File: config.mk
export PLATFORM = sky130hd
export DESIGN_NAME = spi_cmd_responder
export DESIGN_NICKNAME = d
export VERILOG_FILES = /design/src/rtl/spi_cmd_pkg.sv /design/src/rtl/spi_cmd_clkgen.sv /design/src/rtl/spi_cmd_responder.sv
export SDC_FILE = /design/constraint.sdc
export NUM_CORES = 1
export LEC_CHECK = 0
export CORE_MARGIN = 4
export CORE_UTILIZATION = 50
export DETAILED_ROUTE_END_ITERATION = 16
export DONT_BUFFER_PORTS = 1
export GPL_TIMING_DRIVEN = 0
export PLACE_DENSITY = 0.72
export SETUP_SLACK_MARGIN = 0.3
export SYNTH_ARGS = -nofsm -noshare
export SYNTH_HDL_FRONTEND = slang
export SYNTH_SLANG_ARGS = --single-unit
File: constraint.sdc
create_clock -name clk -period 8.91 [get_ports clk]
set_input_delay 0.4455 -clock clk [delete_from_list [all_inputs] [get_ports clk]]
set_output_delay 0.4455 -clock clk [all_outputs]
set_load 0.1 [all_outputs]
File: src/rtl/spi_cmd_pkg.sv
// Shared definitions for the SPI command responder: register map, CTRL bit layout, FSM states.
// Optional loopback (CTRL[14]) is enabled in the top by defining SPI_LOOPBACK_EN.
package spi_cmd_pkg;

  localparam int unsigned CMD_W      = 34;
  localparam int unsigned CMD_RD_BIT = 33;
  localparam int unsigned CMD_WR_BIT = 32;

  localparam logic [7:0] ADR_TXRX   = 8'h00;
  localparam logic [7:0] ADR_CTRL   = 8'h10;
  localparam logic [7:0] ADR_DIVIDE = 8'h14;
  localparam logic [7:0] ADR_SS     = 8'h18;

  localparam int unsigned CTRL_W      = 15;
  localparam int unsigned CTRL_GO     = 8;
  localparam int unsigned CTRL_RX_NEG = 9;
  localparam int unsigned CTRL_TX_NEG = 10;
  localparam int unsigned CTRL_LSB    = 11;
  localparam int unsigned CTRL_IE     = 12;
  localparam int unsigned CTRL_ASS    = 13;
  localparam int unsigned CTRL_LOOP   = 14;

  typedef enum logic [1:0] {StIdle, StLoad, StShift, StDone} spi_state_e;

  // CHAR_LEN of 0 means a full word; out-of-range lengths are clamped to 32 as well.
  function automatic logic [5:0] char_bits(input logic [5:0] len);
    return (len == 6'd0 || len > 6'd32) ? 6'd32 : len;
  endfunction

  // Position within the word of the cnt-th bit on the wire (len of 32 encodes as 0 here).
  function automatic logic [4:0] bit_index(input logic [4:0] cnt, input logic [4:0] len,
                                           input logic lsb);
    return lsb ? cnt : (len - 5'd1 - cnt);
  endfunction

endpackage

File: src/rtl/spi_cmd_clkgen.sv
// SCLK generator: toggles sclk every DIVIDE+1 enabled cycles and flags which edge is being made.
module spi_cmd_clkgen
  import spi_cmd_pkg::*;
#(
  parameter int unsigned DIV_W = 16
) (
  input  logic             clk,
  input  logic             rst,
  input  logic             i_clr,
  input  logic             i_en,
  input  logic [DIV_W-1:0] i_divide,
  output logic             o_sclk,
  output logic             o_pos,
  output logic             o_neg
);

  logic [DIV_W-1:0] r_cnt;
  logic             r_sclk;
  logic             w_tick;

  assign w_tick = i_en && (r_cnt == i_divide);
  assign o_pos  = w_tick && !r_sclk;
  assign o_neg  = w_tick && r_sclk;
  assign o_sclk = r_sclk;

  always_ff @(posedge clk) begin
    if (rst || i_clr) begin
      r_cnt  <= '0;
      r_sclk <= 1'b0;
    end else if (i_en) begin
      if (w_tick) begin
        r_cnt  <= '0;
        r_sclk <= !r_sclk;
      end else begin
        r_cnt <= r_cnt + 1'b1;
      end
    end
  end

endmodule

File: src/rtl/spi_cmd_responder.sv
// Command-port register file plus SPI master shifter driven by the FIFO command sequencers.
// Define SPI_LOOPBACK_EN to enable CTRL[14] LOOP (receiver fed from mosi instead of miso).
module spi_cmd_responder
  import spi_cmd_pkg::*;
#(
  parameter int unsigned SS_W  = 8,
  parameter int unsigned DIV_W = 16
) (
  input  logic             clk,
  input  logic             rst,
  input  logic [7:0]       adr,
  input  logic [CMD_W-1:0] cmd_word,
  input  logic             cmd_stb,
  output logic [31:0]      rd_data,
  output logic             rd_valid,
  output logic             int_o,
  output logic             sclk,
  output logic             mosi,
  input  logic             miso,
  output logic [SS_W-1:0]  ss_n
);

`ifdef SPI_LOOPBACK_EN
  localparam logic [CTRL_W-1:0] CtrlMask = 15'h7F3F;
`else
  localparam logic [CTRL_W-1:0] CtrlMask = 15'h7F3F & ~(15'(1) << CTRL_LOOP);
`endif

  spi_state_e        r_state, w_state_next;
  logic              r_stb_prev;
  logic [CTRL_W-1:0] r_ctrl;
  logic [DIV_W-1:0]  r_divide;
  logic [SS_W-1:0]   r_ss;
  logic [31:0]       r_tx, r_rx, r_rx_sh, r_rd_data;
  logic              r_rd_valid, r_int, r_mosi;
  logic [5:0]        r_tx_cnt, r_rx_cnt;
  logic [6:0]        r_edge_cnt;

  logic              w_accept, w_wr_ok, w_rd, w_go_start;
  logic              w_load, w_shift, w_done;
  logic              w_pos, w_neg, w_tx_edge, w_rx_edge, w_rx_din;
  logic [5:0]        w_len;
  logic [6:0]        w_edges_m1;
  logic [4:0]        w_first_idx, w_tx_idx, w_rx_idx;
  logic [31:0]       w_rd_mux;

  assign w_accept   = cmd_stb && !r_stb_prev;
  assign w_wr_ok    = w_accept && cmd_word[CMD_WR_BIT] && (r_state == StIdle);
  assign w_rd       = w_accept && cmd_word[CMD_RD_BIT] && !cmd_word[CMD_WR_BIT];
  assign w_go_start = w_wr_ok && (adr == ADR_CTRL) && cmd_word[CTRL_GO];

  assign w_len       = char_bits(r_ctrl[5:0]);
  assign w_edges_m1  = {w_len, 1'b0} - 7'd1;
  assign w_first_idx = bit_index(5'd0, w_len[4:0], r_ctrl[CTRL_LSB]);
  assign w_tx_idx    = bit_index(r_tx_cnt[4:0], w_len[4:0], r_ctrl[CTRL_LSB]);
  assign w_rx_idx    = bit_index(r_rx_cnt[4:0], w_len[4:0], r_ctrl[CTRL_LSB]);
  assign w_tx_edge   = r_ctrl[CTRL_TX_NEG] ? w_pos : w_neg;
  assign w_rx_edge   = r_ctrl[CTRL_RX_NEG] ? w_neg : w_pos;

`ifdef SPI_LOOPBACK_EN
  assign w_rx_din = r_ctrl[CTRL_LOOP] ? r_mosi : miso;
`else
  assign w_rx_din = miso;
`endif

  spi_cmd_clkgen #(
    .DIV_W(DIV_W)
  ) u_clkgen (
    .clk     (clk),
    .rst     (rst),
    .i_clr   (w_load),
    .i_en    (w_shift),
    .i_divide(r_divide),
    .o_sclk  (sclk),
    .o_pos   (w_pos),
    .o_neg   (w_neg)
  );

  always_ff @(posedge clk) begin
    if (rst) r_state <= StIdle;
    else     r_state <= w_state_next;
  end

  always_comb begin
    w_state_next = r_state;
    case (r_state)
      StIdle:  if (w_go_start) w_state_next = StLoad;
      StLoad:  w_state_next = StShift;
      StShift: if ((w_pos || w_neg) && (r_edge_cnt == w_edges_m1)) w_state_next = StDone;
      StDone:  w_state_next = StIdle;
      default: w_state_next = StIdle;
    endcase
  end

  always_comb begin
    w_load  = (r_state == StLoad);
    w_shift = (r_state == StShift);
    w_done  = (r_state == StDone);
    if (r_ctrl[CTRL_ASS] && !(w_load || w_shift)) ss_n = '1;
    else                                          ss_n = ~r_ss;
  end

  always_comb begin
    w_rd_mux = '0;
    case (adr)
      ADR_TXRX:   w_rd_mux = r_rx;
      ADR_CTRL:   w_rd_mux = 32'(r_ctrl);
      ADR_DIVIDE: w_rd_mux = 32'(r_divide);
      ADR_SS:     w_rd_mux = 32'(r_ss);
      default:    w_rd_mux = '0;
    endcase
  end

  always_ff @(posedge clk) begin
    if (rst) begin
      r_stb_prev <= 1'b0;
      r_ctrl     <= '0;
      r_divide   <= '0;
      r_ss       <= '0;
      r_tx       <= '0;
      r_rx       <= '0;
      r_rx_sh    <= '0;
      r_rd_data  <= '0;
      r_rd_valid <= 1'b0;
      r_int      <= 1'b0;
      r_mosi     <= 1'b0;
      r_tx_cnt   <= '0;
      r_rx_cnt   <= '0;
      r_edge_cnt <= '0;
    end else begin
      r_stb_prev <= cmd_stb;
      r_rd_valid <= 1'b0;
      if (w_accept) r_int <= 1'b0;
      if (w_wr_ok) begin
        case (adr)
          ADR_TXRX:   r_tx     <= cmd_word[31:0];
          ADR_CTRL:   r_ctrl   <= cmd_word[CTRL_W-1:0] & CtrlMask;
          ADR_DIVIDE: r_divide <= cmd_word[DIV_W-1:0];
          ADR_SS:     r_ss     <= cmd_word[SS_W-1:0];
          default:    ;
        endcase
      end
      if (w_rd) begin
        r_rd_valid <= 1'b1;
        r_rd_data  <= w_rd_mux;
      end
      if (w_load) begin
        r_rx_sh    <= '0;
        r_mosi     <= r_tx[w_first_idx];
        r_tx_cnt   <= 6'd1;
        r_rx_cnt   <= '0;
        r_edge_cnt <= '0;
      end
      if (w_shift && (w_pos || w_neg)) begin
        r_edge_cnt <= r_edge_cnt + 7'd1;
        // Counters stop at the word length so trailing edges shift nothing.
        if (w_tx_edge && (r_tx_cnt < w_len)) begin
          r_mosi   <= r_tx[w_tx_idx];
          r_tx_cnt <= r_tx_cnt + 6'd1;
        end
        if (w_rx_edge && (r_rx_cnt < w_len)) begin
          r_rx_sh[w_rx_idx] <= w_rx_din;
          r_rx_cnt          <= r_rx_cnt + 6'd1;
        end
      end
      if (w_done) begin
        r_rx            <= r_rx_sh;
        r_ctrl[CTRL_GO] <= 1'b0;
        r_int           <= r_ctrl[CTRL_IE];
      end
    end
  end

  assign rd_data  = r_rd_data;
  assign rd_valid = r_rd_valid;
  assign int_o    = r_int;
  assign mosi     = r_mosi;

endmodule

==> run_results.csv <==
group,metric,value,unit
finish,antenna_cells,0,
clocking,numCtsBuffers,23,
run,max_cap_violations,0,
status,status,"complete, no violations",
yosys,syn_area_per_cell,8.28,sq um
drt,viasPerCell,5.80,
yosys,ys_seq_area_share,40.8,%
clocking,clk_pin_slew,0.07,ns
clocking,cts_resized,0,
finish,nets,1322,
sta,drv_slew,0,
floorplan,dieArea,0.0225,sq mm
drt,wl_per_cell,19.2,um
place,gp_congestion,0.930,
clocking,clk_latency,0.53,ns
power,p_per_area,180,mW/mm^2
worst_hold_path,hold_path.class,"primary input to register",
clocking,ctsHoldBuffers,0,
yosys,syn_inst,1220,
global_routing,grt_pass1_vias,8550,
setup_path,cp_max_fo,10,
sta,fmax,0.233,GHz
drt,drt_iter0_drc,796,
global_routing,track_usage,25.9,%
yosys,netlist_area,0.0101,sq mm
global_routing,grt_overflow_total,0,
clocking,ctsLongestPathBuffers,3,
clocking,cts.sinks,206,
floorplan,die_y,150,um
setup_path,crit_path_start_kind,"register",
drt,drt_pre_antenna_iters,7,
finish,final_common_cell,"nand2_1",
sta,period_needed,4.30,ns
finish,mostFrequentLayoutCells,"221 x nand2_1, 206 x dfxtp_1, 118 x a21oi_1",
floorplan,die_x,150,um
sta,skew,0.0116,ns
setup_path,worstPathCellList,"buf_2 -> nand2b_1 -> buf_4 -> ha_1 -> clkbuf_1 -> inv_1 -> ha_1 -> nor2b_1 -> o21ai_0 -> a21boi_0 -> o31ai_1 -> and2_1 -> buf_1 -> nand3_1 -> mux2i_1",
power,leakage,3.95,nW
sta,worst_pin_slew,1.19,ns
finish,drive_gt1_share,6.27,%
yosys,synth.ff_latch_count,206,
floorplan,rows,51,
global_routing,antenna_found_initial,0,
setup_path,crit_top_cell,"ha_1",
yosys,synth_flop_cell,"dfxtp_1",
place,dp_cells,1485,
global_routing,grt_max_degree,14,
setup_path,cp_data_arrival_time,4.68,ns
sta,rsz0062_at_grt,"false",
finish,fin_util,57.0,%
sta,finalCritPeriodShare,48.2,%
yosys,syn_nets,1297,
yosys,async_flop_share,0,%
clocking,cts-root-buf,"clkbuf_16",
setup_path,crit_required,9.29,ns
sta,finalSetupTns,0,ns
clocking,tritoncts,"done",
yosys,ys_warn_count,0,
sta,hold_slack,0.0454,ns
setup_path,worstSetupPathType,"register to register",
finish,stdcell_count,1524,
drt,routed_wirelength,29300,um
setup_path,cpPeakStageDelay,0.47,ns
sta,max_slew_margin,20.5,%
floorplan,core_region_area,0.0197,sq mm
yosys,yosysUniqueCellTypes,76,
power,peakVddDrop,0.000150,V
drt,num_vias,8839,
drt,ant_nets,0,
power,finalPower,0.00202,W
yosys,synth-edff-count,0,
place,port_buffers,0,
clocking,postCtsSetupBuffers,0,
setup_path,endpoint_kind,"register",
drt,drc,0,
floorplan,io_pins,90,
place,dpl.hpwl,21500,um
finish,area_growth,10.9,%
floorplan,start_util,51.4,%
sta,setup_violations,0,
global_routing,grt_pass1_wl,46500,um
clocking,htree_levels,1,
setup_path,slowest_stage,"clkbuf_1",
sta,finalHoldViolCount,0,
[metrics by stage]
stage | area, sq um | worst slack, ns
floorplan | 10100 | 5.65
global placement | 10400 | 4.82
detailed placement | 10400 | 4.79
CTS | 11200 | 4.70
global route | 11200 | 4.46
finish | 11200 | 4.61
[worst max-delay path: cells and delay by family (launching register included)]
| family | cells | cell delay (ns) |
|---|---|---|
| compound gates | 3 | 0.78 |
| fa+ha+maj | 2 | 0.73 |
| buf+inv | 5 | 1.50 |
| flops | 1 | 0.30 |
| mux | 1 | 0.16 |
| simple gates | 4 | 0.65 |
[synthesized netlist by cell type, types with 6 or more instances]
cell      number  share of area (%)
nor2_1       101                3.8
nand2b_1      13               0.81
o21a_1         8               0.59
nand4_1        9               0.56
and3_1        11               0.68
xor2_1        19                1.6
o21ai_0       26                1.3
or3_1          9               0.56
a22oi_1       20                1.5
nand2_1      221                8.2
a21oi_1      118                5.8
nor3_1        15               0.74
mux2i_1       86                8.5
inv_1         20               0.74
a211oi_1       6               0.45
nor2b_1       14               0.87
nand3_1       91                4.5
buf_2         14               0.69
clkbuf_1      54                2.0
xnor2_1       24                2.1
dfxtp_1      206                 41
ha_1          29                3.6
[metal layers]
| metal | part of all wire [%] | GRT usage, % |
|---|---|---|
| met5 | 0 | 0 |
| met3 | 8.1 | 5.33 |
| met1 | 42 | 33.6 |
| met2 | 47 | 43.3 |
| met4 | 2.8 | 8.28 |
[final cells by class]
cell class | count | area (sq um)
buffer | 77 | 329
inverter | 22 | 82.6
clock buffer | 33 | 683
clock inverter | 6 | 81.3
fill | 1822 | 8460
sequential | 206 | 4120
multi-input combinational | 915 | 5560
tap | 265 | 332
[state kept, by name, summed over array words and instances (netlist names), 2 cells and up]
signal          flops
rd_data            32
u_clkgen.r_cnt     16
r_state             2
r_rx_sh            32
r_ctrl             12
r_tx               32
r_divide           16
r_edge_cnt          7
r_tx_cnt            6
r_rx               32
r_rx_cnt            6
r_ss                8
[worst paths after layout]
path | cells after the start | startpoint | end | slack [ns]
worst max-delay path | 15 | r_ctrl[5]$_SDFFE_PP0P_ | r_rx_sh[27]$_SDFF_PP0_ | 4.61
worst min-delay path | 2 | cmd_word[12] | r_divide[12]$_SDFFE_PP0P_ | 0.05
worst max register to register | 15 | r_ctrl[5]$_SDFFE_PP0P_ | r_rx_sh[27]$_SDFF_PP0_ | 4.61
worst min register to register | 2 | r_rx_sh[1]$_SDFF_PP0_ | r_rx_sh[1]$_SDFF_PP0_ | 0.46
[report_power, final]
group          switching, W  internal [W]  total (W)
clock              0.000394      0.000564   0.000959
combinational     0.0000970     0.0000281   0.000125
sequential       0.00000706      0.000925   0.000932
[cells by family (layout without fill, tap and decap cells)]
family | Yosys count | count (layout) | synth area share, %
mux | 91 | 91 | 9.42
compound gates | 228 | 228 | 13.9
simple gates | 521 | 521 | 23.9
xor+xnor | 44 | 44 | 3.89
fa+ha+maj | 31 | 31 | 3.99
buf+inv | 99 | 138 | 4.08
flops | 206 | 206 | 40.8
(Power assumes the default switching activity.)
